==> config.mk <==
export PLATFORM = sky130hd
export DESIGN_NAME = imm_chunker
export DESIGN_NICKNAME = d
export VERILOG_FILES = /design/src/rtl/imm_chunker_pkg.sv /design/src/rtl/imm_chunker.sv
export SDC_FILE = /design/constraint.sdc
export NUM_CORES = 1
export LEC_CHECK = 0
export BUFFER_PORTS_ARGS = -buffer_cell sky130_fd_sc_hd__buf_2
export CAP_MARGIN = 20
export CORE_MARGIN = 3
export CORE_UTILIZATION = 47
export DETAILED_ROUTE_END_ITERATION = 8
export GPL_TIMING_DRIVEN = 1
export PLACE_DENSITY = 0.75
export REMOVE_ABC_BUFFERS = 1
export SLEW_MARGIN = 10
export SYNTH_ARGS = -nofsm -noshare
export SYNTH_HDL_FRONTEND = slang
export SYNTH_SLANG_ARGS = --single-unit
==> constraint.sdc <==
create_clock -name clk -period 2 [get_ports clk]
set_input_delay 0.4 -clock clk [delete_from_list [all_inputs] [get_ports clk]]
set_output_delay 0.4 -clock clk [all_outputs]
set_load 0.005 [all_outputs]
==> src/rtl/imm_chunker_pkg.sv <==
// Shared definitions for the immediate chunker and any assembler-side model
// that needs to predict how many aux fields a constant will occupy.
//   DATA_W      width of the constant being split
//   AUX_W       width of one emitted aux field
//   NCHUNK      fields needed for a full-width constant
//   chunk_idx_t chunk position, 2 = top (zero-padded) field, 0 = low field
//   state_t     controller state
//   first_chunk index of the first non-suppressed field of a value
package imm_chunker_pkg;

    localparam int DATA_W = 8;
    localparam int AUX_W  = 3;
    localparam int NCHUNK = (DATA_W + AUX_W - 1) / AUX_W;

    typedef logic [1:0] chunk_idx_t;

    typedef enum logic {
        IDLE = 1'b0,
        SEND = 1'b1
    } state_t;

    // Leading all-zero fields are skipped; a value of 0 still costs one field.
    function automatic chunk_idx_t first_chunk(input logic [DATA_W-1:0] value);
        chunk_idx_t idx;
        if (value[7:6] != 2'b00) begin
            idx = 2'd2;
        end else if (value[5:3] != 3'b000) begin
            idx = 2'd1;
        end else begin
            idx = 2'd0;
        end
        return idx;
    endfunction

endpackage

==> src/rtl/imm_chunker.sv <==
// Splits an 8-bit constant into a most-significant-first stream of 3-bit aux
// fields, suppressing leading zero fields. A receiver doing
// acc = (acc << 3) | aux over the stream rebuilds the value.
// Ports:
//   clk, reset               clock and synchronous active-high reset
//   in_valid/in_ready        input handshake, in_value is the constant
//   out_valid/out_ready      output handshake
//   out_aux                  current field
//   out_last                 current field is bits [2:0]
//   out_index                field position (2, 1, 0)
//   busy                     a value is held and not yet fully emitted
module imm_chunker
    import imm_chunker_pkg::*;
(
    input  logic              clk,
    input  logic              reset,
    input  logic              in_valid,
    output logic              in_ready,
    input  logic [DATA_W-1:0] in_value,
    output logic              out_valid,
    input  logic              out_ready,
    output logic [AUX_W-1:0]  out_aux,
    output logic              out_last,
    output logic [1:0]        out_index,
    output logic              busy
);

    state_t            state_q, state_d;
    logic [DATA_W-1:0] val_q, val_d;
    chunk_idx_t        idx_q, idx_d;
    logic              accept;

    always_ff @(posedge clk) begin
        if (reset) begin
            state_q <= IDLE;
            val_q   <= '0;
            idx_q   <= '0;
        end else begin
            state_q <= state_d;
            val_q   <= val_d;
            idx_q   <= idx_d;
        end
    end

    always_comb begin
        state_d   = state_q;
        val_d     = val_q;
        idx_d     = idx_q;
        out_valid = 1'b0;
        busy      = 1'b0;
        out_aux   = '0;
        out_last  = 1'b0;
        out_index = '0;

        if (state_q == SEND) begin
            out_valid = 1'b1;
            busy      = 1'b1;
            out_index = idx_q;
            out_last  = (idx_q == 2'd0);
            case (idx_q)
                2'd2:    out_aux = {1'b0, val_q[7:6]};
                2'd1:    out_aux = val_q[5:3];
                2'd0:    out_aux = val_q[2:0];
                default: out_aux = '0;
            endcase
        end

        // out_ready -> in_ready is combinational so a new value can load on
        // the same edge the last field leaves, with no bubble.
        in_ready = (state_q == IDLE) || (out_valid && out_ready && out_last);
        accept   = in_valid && in_ready;

        if (accept) begin
            val_d   = in_value;
            idx_d   = first_chunk(in_value);
            state_d = SEND;
        end else if (state_q == SEND && out_ready) begin
            if (idx_q != 2'd0) begin
                idx_d = idx_q - 2'd1;
            end else begin
                state_d = IDLE;
            end
        end
    end

endmodule

; ---- Word level (Yosys, flattened, before mapping)
; Index checks and enable logic that the tools add are counted.
[word_totals]
reg_bits = 11
in_bits = 12
[classes]
bitwise_logic = 1
addsub = 1
n_reduce_logical = 13
n_mux = 13
n_eq_ne = 3
[op_table]
columns = op, count
row1 = $mux 2, 5
row2 = $pmux 3 s3, 1
row3 = $reduce_bool 2->1, 4
row4 = $mux 1, 6
row5 = $logic_and 1x1->1, 4
row6 = $reduce_and 2->1, 2
row7 = $mux 3, 1
row8 = $reduce_bool 3->1, 1
row9 = $eq 2x1->1 const B, 1
row10 = $eq 2x2->1 const B, 1
row11 = $logic_not 2->1, 1
row12 = $ne 2x2->1 const B, 1
row13 = $sub 2x1->2 const B, 1
row14 = $logic_or 1x1->1, 1
row15 = $not 1->1, 1

; ---- Logic depth before layout (Yosys ltp)
; Gate-level depths: netlist of run 1.
[depth]
depth_word = 7
depth_mapped = 8

; ---- Least setup slack after synthesis of run 1
; Ideal clock, no wire load.
[synth_timing]
kind = register -> output
startpoint = reg idx_q[0]
endpoint = out in_ready
setup_slack_ns = 0.407
stages_incl_launch_ff = 7
required_ns = 1.600
t_arrival_ns = 1.193
path_buffers = 2
cell_sequence = dfxtp_1 inv_1 ha_1 buf_2 a21boi_4 inv_2 buf_6
[synth_via]
elab_chain_len = 4
[synth_lines]
columns = element, line_no
row1 = "start, declared", imm_chunker.sv:30  ; chunk_idx_t idx_q, idx_d;
row2 = "start signal, assigned", imm_chunker.sv:41  ; idx_q <= idx_d;
row3 = $logic_not 2->1, imm_chunker.sv:59  ; out_last = (idx_q == 2'd0);
row4 = $mux 1, imm_chunker.sv:55  ; if (state_q == SEND) begin
row5 = $logic_and 1x1->1, imm_chunker.sv:70  ; in_ready = (state_q == IDLE) || (out_valid && out_ready && out_last);
row6 = $logic_or 1x1->1, imm_chunker.sv:70
row7 = "end, declared", imm_chunker.sv:18  ; output logic in_ready,
; No other way between the ends.

; ---- Worst setup path in the final report of run 1
[layout_timing]
startpoint = reg idx_q[0]
endpoint = out out_aux[1]
[layout_via]
elab_chain_len = 3
elab_cells_between_ends = 5
[layout_lines]
columns = element, line_no
row1 = $eq 2x1->1 (tied with other cells), imm_chunker.sv:60  ; case (idx_q)
row2 = $pmux 3 s3 (*), imm_chunker.sv:60
row3 = $mux 3 (*), imm_chunker.sv:55
row4 = "end, declared", imm_chunker.sv:22  ; output logic [AUX_W-1:0] out_aux,
; Mark *: on every way between the ends. The rest lies on a longest branch, timed or not.

==> flow_summary_export.csv, run 1 <==
group,metric,value,unit
pwr,p_leak,0.326,nW
setup_path,cp.arrival,1.50,ns
synthesis,synthArstFlopShare,0,
route,ant_nets,0,
layout,final_util,0.633,
global_route,antenna_found_initial,0,
layout,final_cells,110,
layout,fill_cells,106,
layout,stdcell_area,751,um2
global_route,grt_start_max_net_pins,15,
synthesis,synth_top_family_by_area,"compound AO/OA/AOI/OAI gates",
layout,final_net_count,113,
placement,dpl.hpwl,1120,um
synthesis,synth_edf_count,0,
route,via_per_inst,5.81,
sta,hold_viol,0,
sta,slew_violations,0,
placement,dpl_worst_slack,0.305,ns
sta,rsz0062_at_grt,"false",
min_path,hp-class,"in -> reg",
setup_path,critPathKind,"reg -> out",
pwr,power,0.527,mW
sta,fin_crit_sh,0.950,
clocking,h-tree-depth,1,
route,vias,639,
sta,setup_slack,0.0990,ns
setup_path,cp_max_fo,4,
floorplanning,num_io_pins,21,
synthesis,synth_top_flop_cell,"dfxtp_1",
synthesis,ys_warn_count,0,
sta,max_freq,0.526,GHz
sta,worstMarginPinSlew,0.291,ns
clocking,clk_pin_slew_worst_paths,0.07,ns
route,drt_pass1_iterations,4,
global_route,gr-total-overflow,0,
floorplanning,die_h,42.8,um
clocking,ctsRootBufferMaster,"clkbuf_4",
floorplanning,start_util,0.536,
placement,dpl_cell_area,721,um2
synthesis,synth-seq-area-share,0.346,
route,drtIter0Drc,22,
setup_path,crit_path_end_kind,"output pin",
setup_path,critPathRequiredTime,1.60,ns
route,drt_wl_total,1520,um
run_status,outcome,"finished clean",
global_route,globalRouteTotalUtil,0.181,
sta,fin_tns_setup,0,ns
synthesis,synth_compound_area_frac,0.289,
clocking,cts_tree,"yes",
sta,relSlewSlack,0.806,
synthesis,synthMuxAreaShare,0,
pwr,ir_drop,0.534,mV
pwr,p_per_area,701,nW/um2
placement,gp_congestion,0.796,
layout,diodes,0,
global_route,grt_pass1_wl,2570,um
setup_path,start_kind,"register",
sta,setup_violations,0,
synthesis,synth-simple-area-share,0.187,
synthesis,syn-cell-area,636,um2
synthesis,synthAdderAreaFrac,0.0787,
floorplanning,fp.dieW,42.8,um
clocking,cts_buffer_depth,2,
synthesis,synth_cell_type_count,28,
floorplanning,die_area,1830,um2
floorplanning,num_rows,12,
route,drc_errors,0,
sta,whs,0.377,ns
run,timing.max_cap.violations,0,
layout,drive_above_1_share,0.313,
synthesis,syn_avg_cell_area,8.25,um2
synthesis,ys_seq_elements,11,
floorplanning,coreArea,1190,um2
clocking,cts_buffers,3,
clocking,cts_num_sinks,11,
layout,area.growth.synth_to_final,18.1,%
placement,portBuffers,20,
synthesis,syn_inst,77,
sta,period_minus_slack,1.90,ns
global_route,first_global_vias,622,
sta,fin_worst_skew,0.00244,ns
clocking,insertion_delay,0.27,ns
synthesis,yosys.area_share.xor_xnor,0,
placement,placedCellCount,106,
route,wl_per_cell,13.8,um
-- synth_stat cells (2+ instances only) --
cell       n  share of area
nand3_1   10          0.079
buf_2      2          0.016
inv_1      5          0.030
nor2_1     7          0.041
ha_1       4          0.079
dfxtp_1   11           0.35
a222oi_1   2          0.031
o21ai_0    9          0.071
a21oi_1    8          0.063
-- placed cells by master, fill, tap and decap left out, types with 2 or more instances in the layout --
cell / instances
nand3_1: 10
a21oi_1: 8
clkbuf_4: 3
o21ai_0: 9
buf_2: 20
inv_1: 5
dfxtp_1: 10
a222oi_1: 2
ha_1: 3
nor2_1: 7
-- sequential cells by signal (all words and copies together) (netlist names) --
signal,flops
val_q,8
idx_q,2
state_q,1
-- layout make-up --
type / instances / area (um2) / share of cell area
clock buffers: 4 / 26.3 / 0.0350
inverters: 6 / 22.5 / 0.0300
multi-input cells: 54 / 355 / 0.473
flip-flops and latches: 11 / 221 / 0.295
well taps: 14 / 17.5 / 0.0233
repair buffers: 21 / 108 / 0.143
-- layer usage --
| metal | global-route usage | share of wire |
|---|---|---|
| met3 | 0.0763 | 0.081 |
| met4 | 0.0186 | 0.0059 |
| met1 | 0.220 | 0.45 |
| met5 | 0 | 0 |
| met2 | 0.302 | 0.47 |
-- worst max-delay path, cell delays in order (launching register included) --
cell and delay (ns):
dfxtp_2 0.35, inv_1 0.08, ha_1 0.23, a222oi_1 0.35, nor2_1 0.09, buf_2 0.13
-- path summary, 6_finish.rpt --
path | startpoint | to | slack, ns | cells past startpoint
max | idx_q[0] | out_aux[1] | 0.1 | 5
min | in_value[2] | val_q[2] | 0.38 | 3
max reg2reg | idx_q[1] | idx_q[1] | 0.49 | 6
min reg2reg | val_q[4] | val_q[4] | 0.48 | 2
-- kinds of logic after synthesis --
kind of cell / count (synthesis)
buffers and inverters: 12
AOI/OAI and AO/OA: 27
and+or+nand+nor: 23
adders and majority gates: 4
DFF: 11
-- power breakdown --
group          switching [mW]  internal, mW
Combinational          0.0715        0.0551
Clock                  0.0742        0.0772
Sequential             0.0126         0.236
Total                   0.158         0.368
-- timing repair --
| action | CTS | global route |
|---|---|---|
| setup endpoints to repair | 0 | 3 |
| resized for setup | 0 | 2 |
| endpoints found under the hold margin | 0 | 0 |
| setup buffers | 0 | 0 |
| hold buffers | 0 | 0 |
Power figures use the tool's default switching activity.
==> run 2: changes to the inputs <==
Settings changed: CELL_PAD_IN_SITES_DETAIL_PLACEMENT set to 1, CELL_PAD_IN_SITES_GLOBAL_PLACEMENT set to 2, CORE_UTILIZATION 47 to 28, PLACE_DENSITY 0.75 to unset, PLACE_DENSITY_LB_ADDON set to 0.1.
Clock period 2 ns to 2.4 ns, I/O delays scaled along.
==> flow_summary_export.csv, run 2 (same netlist as run 1, synthesis figures left out) <==
group,metric,value,unit
run_status,outcome,"finished clean",
layout,final_net_count,112,
sta,fin_worst_skew,0.000797,ns
route,drc_errors,0,
floorplanning,num_io_pins,21,
sta,relSlewSlack,0.757,
layout,final_util,0.367,
sta,period_minus_slack,2.22,ns
pwr,ir_drop,0.258,mV
floorplanning,start_util,0.308,
sta,fin_tns_setup,0,ns
placement,gp_congestion,0.720,
pwr,p_per_area,581,nW/um2
min_path,whs_endpoint,"val_q[0]",
pwr,seq_power_share,0.473,
setup_path,critPathKind,"reg -> out",
min_path,min_from,"in_value[0]",
setup_path,start_kind,"register",
layout,top_regs,"val_q x8, idx_q x2, state_q x1",
route,drt_pass1_iterations,4,
layout,mostFrequentLayoutCell,"buf_2",
route,wl_met2,786,um
clocking,cts_hold_buf,0,
route,dr_wl_met3,115,um
layout,area.growth.synth_to_final,18.9,%
route,drtIter0Drc,17,
placement,dpl_cell_area,729,um2
clocking,cts_resized,0,
clocking,cts_buffers,3,
clocking,cts_buffer_depth,2,
pwr,pwr-share-comb,0.235,
global_route,grt_start_max_net_pins,15,
layout,stdcell_area,756,um2
global_route,gr-total-overflow,0,
setup_path,r2r_cells,6,
route,top_layer,"met4",
global_route,antenna_found_initial,0,
global_route,globalRouteTotalUtil,0.149,
route,wl_per_cell,14.7,um
setup_path,critical_path.startpoint,"idx_q[0]",
floorplanning,num_rows,16,
floorplanning,fp.dieW,53.6,um
layout,drive_above_1_share,0.284,
pwr,switching_share,0.309,
layout,final_cell_mix,"buf_2 (20), dfxtp_1 (11), nand3_1 (10), o21ai_0 (9), a21oi_1 (8)",
clocking,post_cts_buffers,0,
clocking,cts_num_sinks,11,
pwr,switchingPower,0.136,mW
route,via_per_inst,5.29,
pwr,pwr-share-clk,0.292,
sta,fin_crit_sh,0.926,
placement,dpl.hpwl,1380,um
global_route,grt_pass1_wl,3040,um
setup_path,reg2reg_slack,0.72,ns
setup_path,reg2reg_to,"idx_q[1]",
layout,diodes,0,
placement,portBuffers,20,
clocking,h-tree-depth,1,
layout,top_register,"val_q",
min_path,hold_depth,3,
layout,largest_register_ffs,8,
floorplanning,die_area,2880,um2
route,vias,645,
sta,max_freq,0.450,GHz
setup_path,timing.rr.start,"idx_q[0]",
sta,rsz0062_at_grt,"false",
clocking,clk_pin_slew_worst_paths,0.07,ns
setup_path,cp_max_fo,12,
run,timing.max_cap.violations,0,
setup_path,cp.arrival,1.74,ns
floorplanning,coreArea,2060,um2
clocking,cts_tree,"yes",
setup_path,critPathRequiredTime,1.92,ns
sta,worstMarginPinSlew,0.365,ns
pwr,p_leak,0.321,nW
pwr,power,0.439,mW
sta,setup_violations,0,
route,ant_nets,0,
pwr,p_int,0.303,mW
route,drt_wl_total,1790,um
sta,hold_viol,0,
clocking,insertion_delay,0.27,ns
setup_path,crit_path_end_kind,"output pin",
route,wl_met1,879,um
sta,slew_violations,0,
global_route,first_global_vias,639,
min_path,hp-class,"in -> reg",
floorplanning,die_h,53.6,um
clocking,ctsRootBufferMaster,"clkbuf_4",
run 2: changes by cell type in the layout (fill, tap and decap cells not counted):
cell	change
buf_4	-1
dfxtp_1	+1
dfxtp_2	-1
ha_1	+1
ha_2	-1
run 2: routing by layer:
metal  track usage  up-vias
li1              -      316
met1         0.196      306
met2         0.220       21
met3        0.0637        2
met4        0.0383        0
met5             0        -
run 2: per-stage QoR:
stage / hold slack (ns) / setup slack (ns) / std cells
2_1_floorplan: 0.447 / 0.833 / 71
3_3_place_gp: 0.483 / 0.564 / 118
3_5_place_dp: 0.487 / 0.460 / 118
4_1_cts: 0.451 / 0.156 / 122
5_1_grt: 0.460 / 0.0215 / 122
6_report: 0.456 / 0.177 / 122
run 2: worst max path at each step:
stage	end	slack, ns	cells after the start
after floorplan	in_ready	0.83	4
after global placement	in_ready	0.56	5
after detailed placement	in_ready	0.46	5
after CTS	in_ready	0.16	5
after global routing	in_ready	0.02	5
final	in_ready	0.18	5
run 2: layout make-up:
cell class	instances	area (um2)
Clock buffer	4	26.3
Fill cell	278	1310
Inverter	6	22.5
Multi-Input combinational cell	54	353
Sequential cell	11	220
Tap cell	27	33.8
Timing Repair Buffer	20	100
run 2: power by group through the flow:
| stage | clock (mW) | combinational [mW] | sequential (mW) |
|---|---|---|---|
| after floorplan | 0 | 0.0623 | 0.208 |
| after global placement | 0 | 0.103 | 0.212 |
| after detailed placement | 0 | 0.104 | 0.212 |
| after CTS | 0.132 | 0.105 | 0.208 |
| after global routing | 0.141 | 0.118 | 0.210 |
| final | 0.128 | 0.103 | 0.208 |
run 2: critical path, cell delays in order (launching register included):
cell and delay, ns:
dfxtp_1 0.39, inv_1 0.11, ha_1 0.34, a21boi_4 0.31, inv_2 0.17, buf_2 0.16
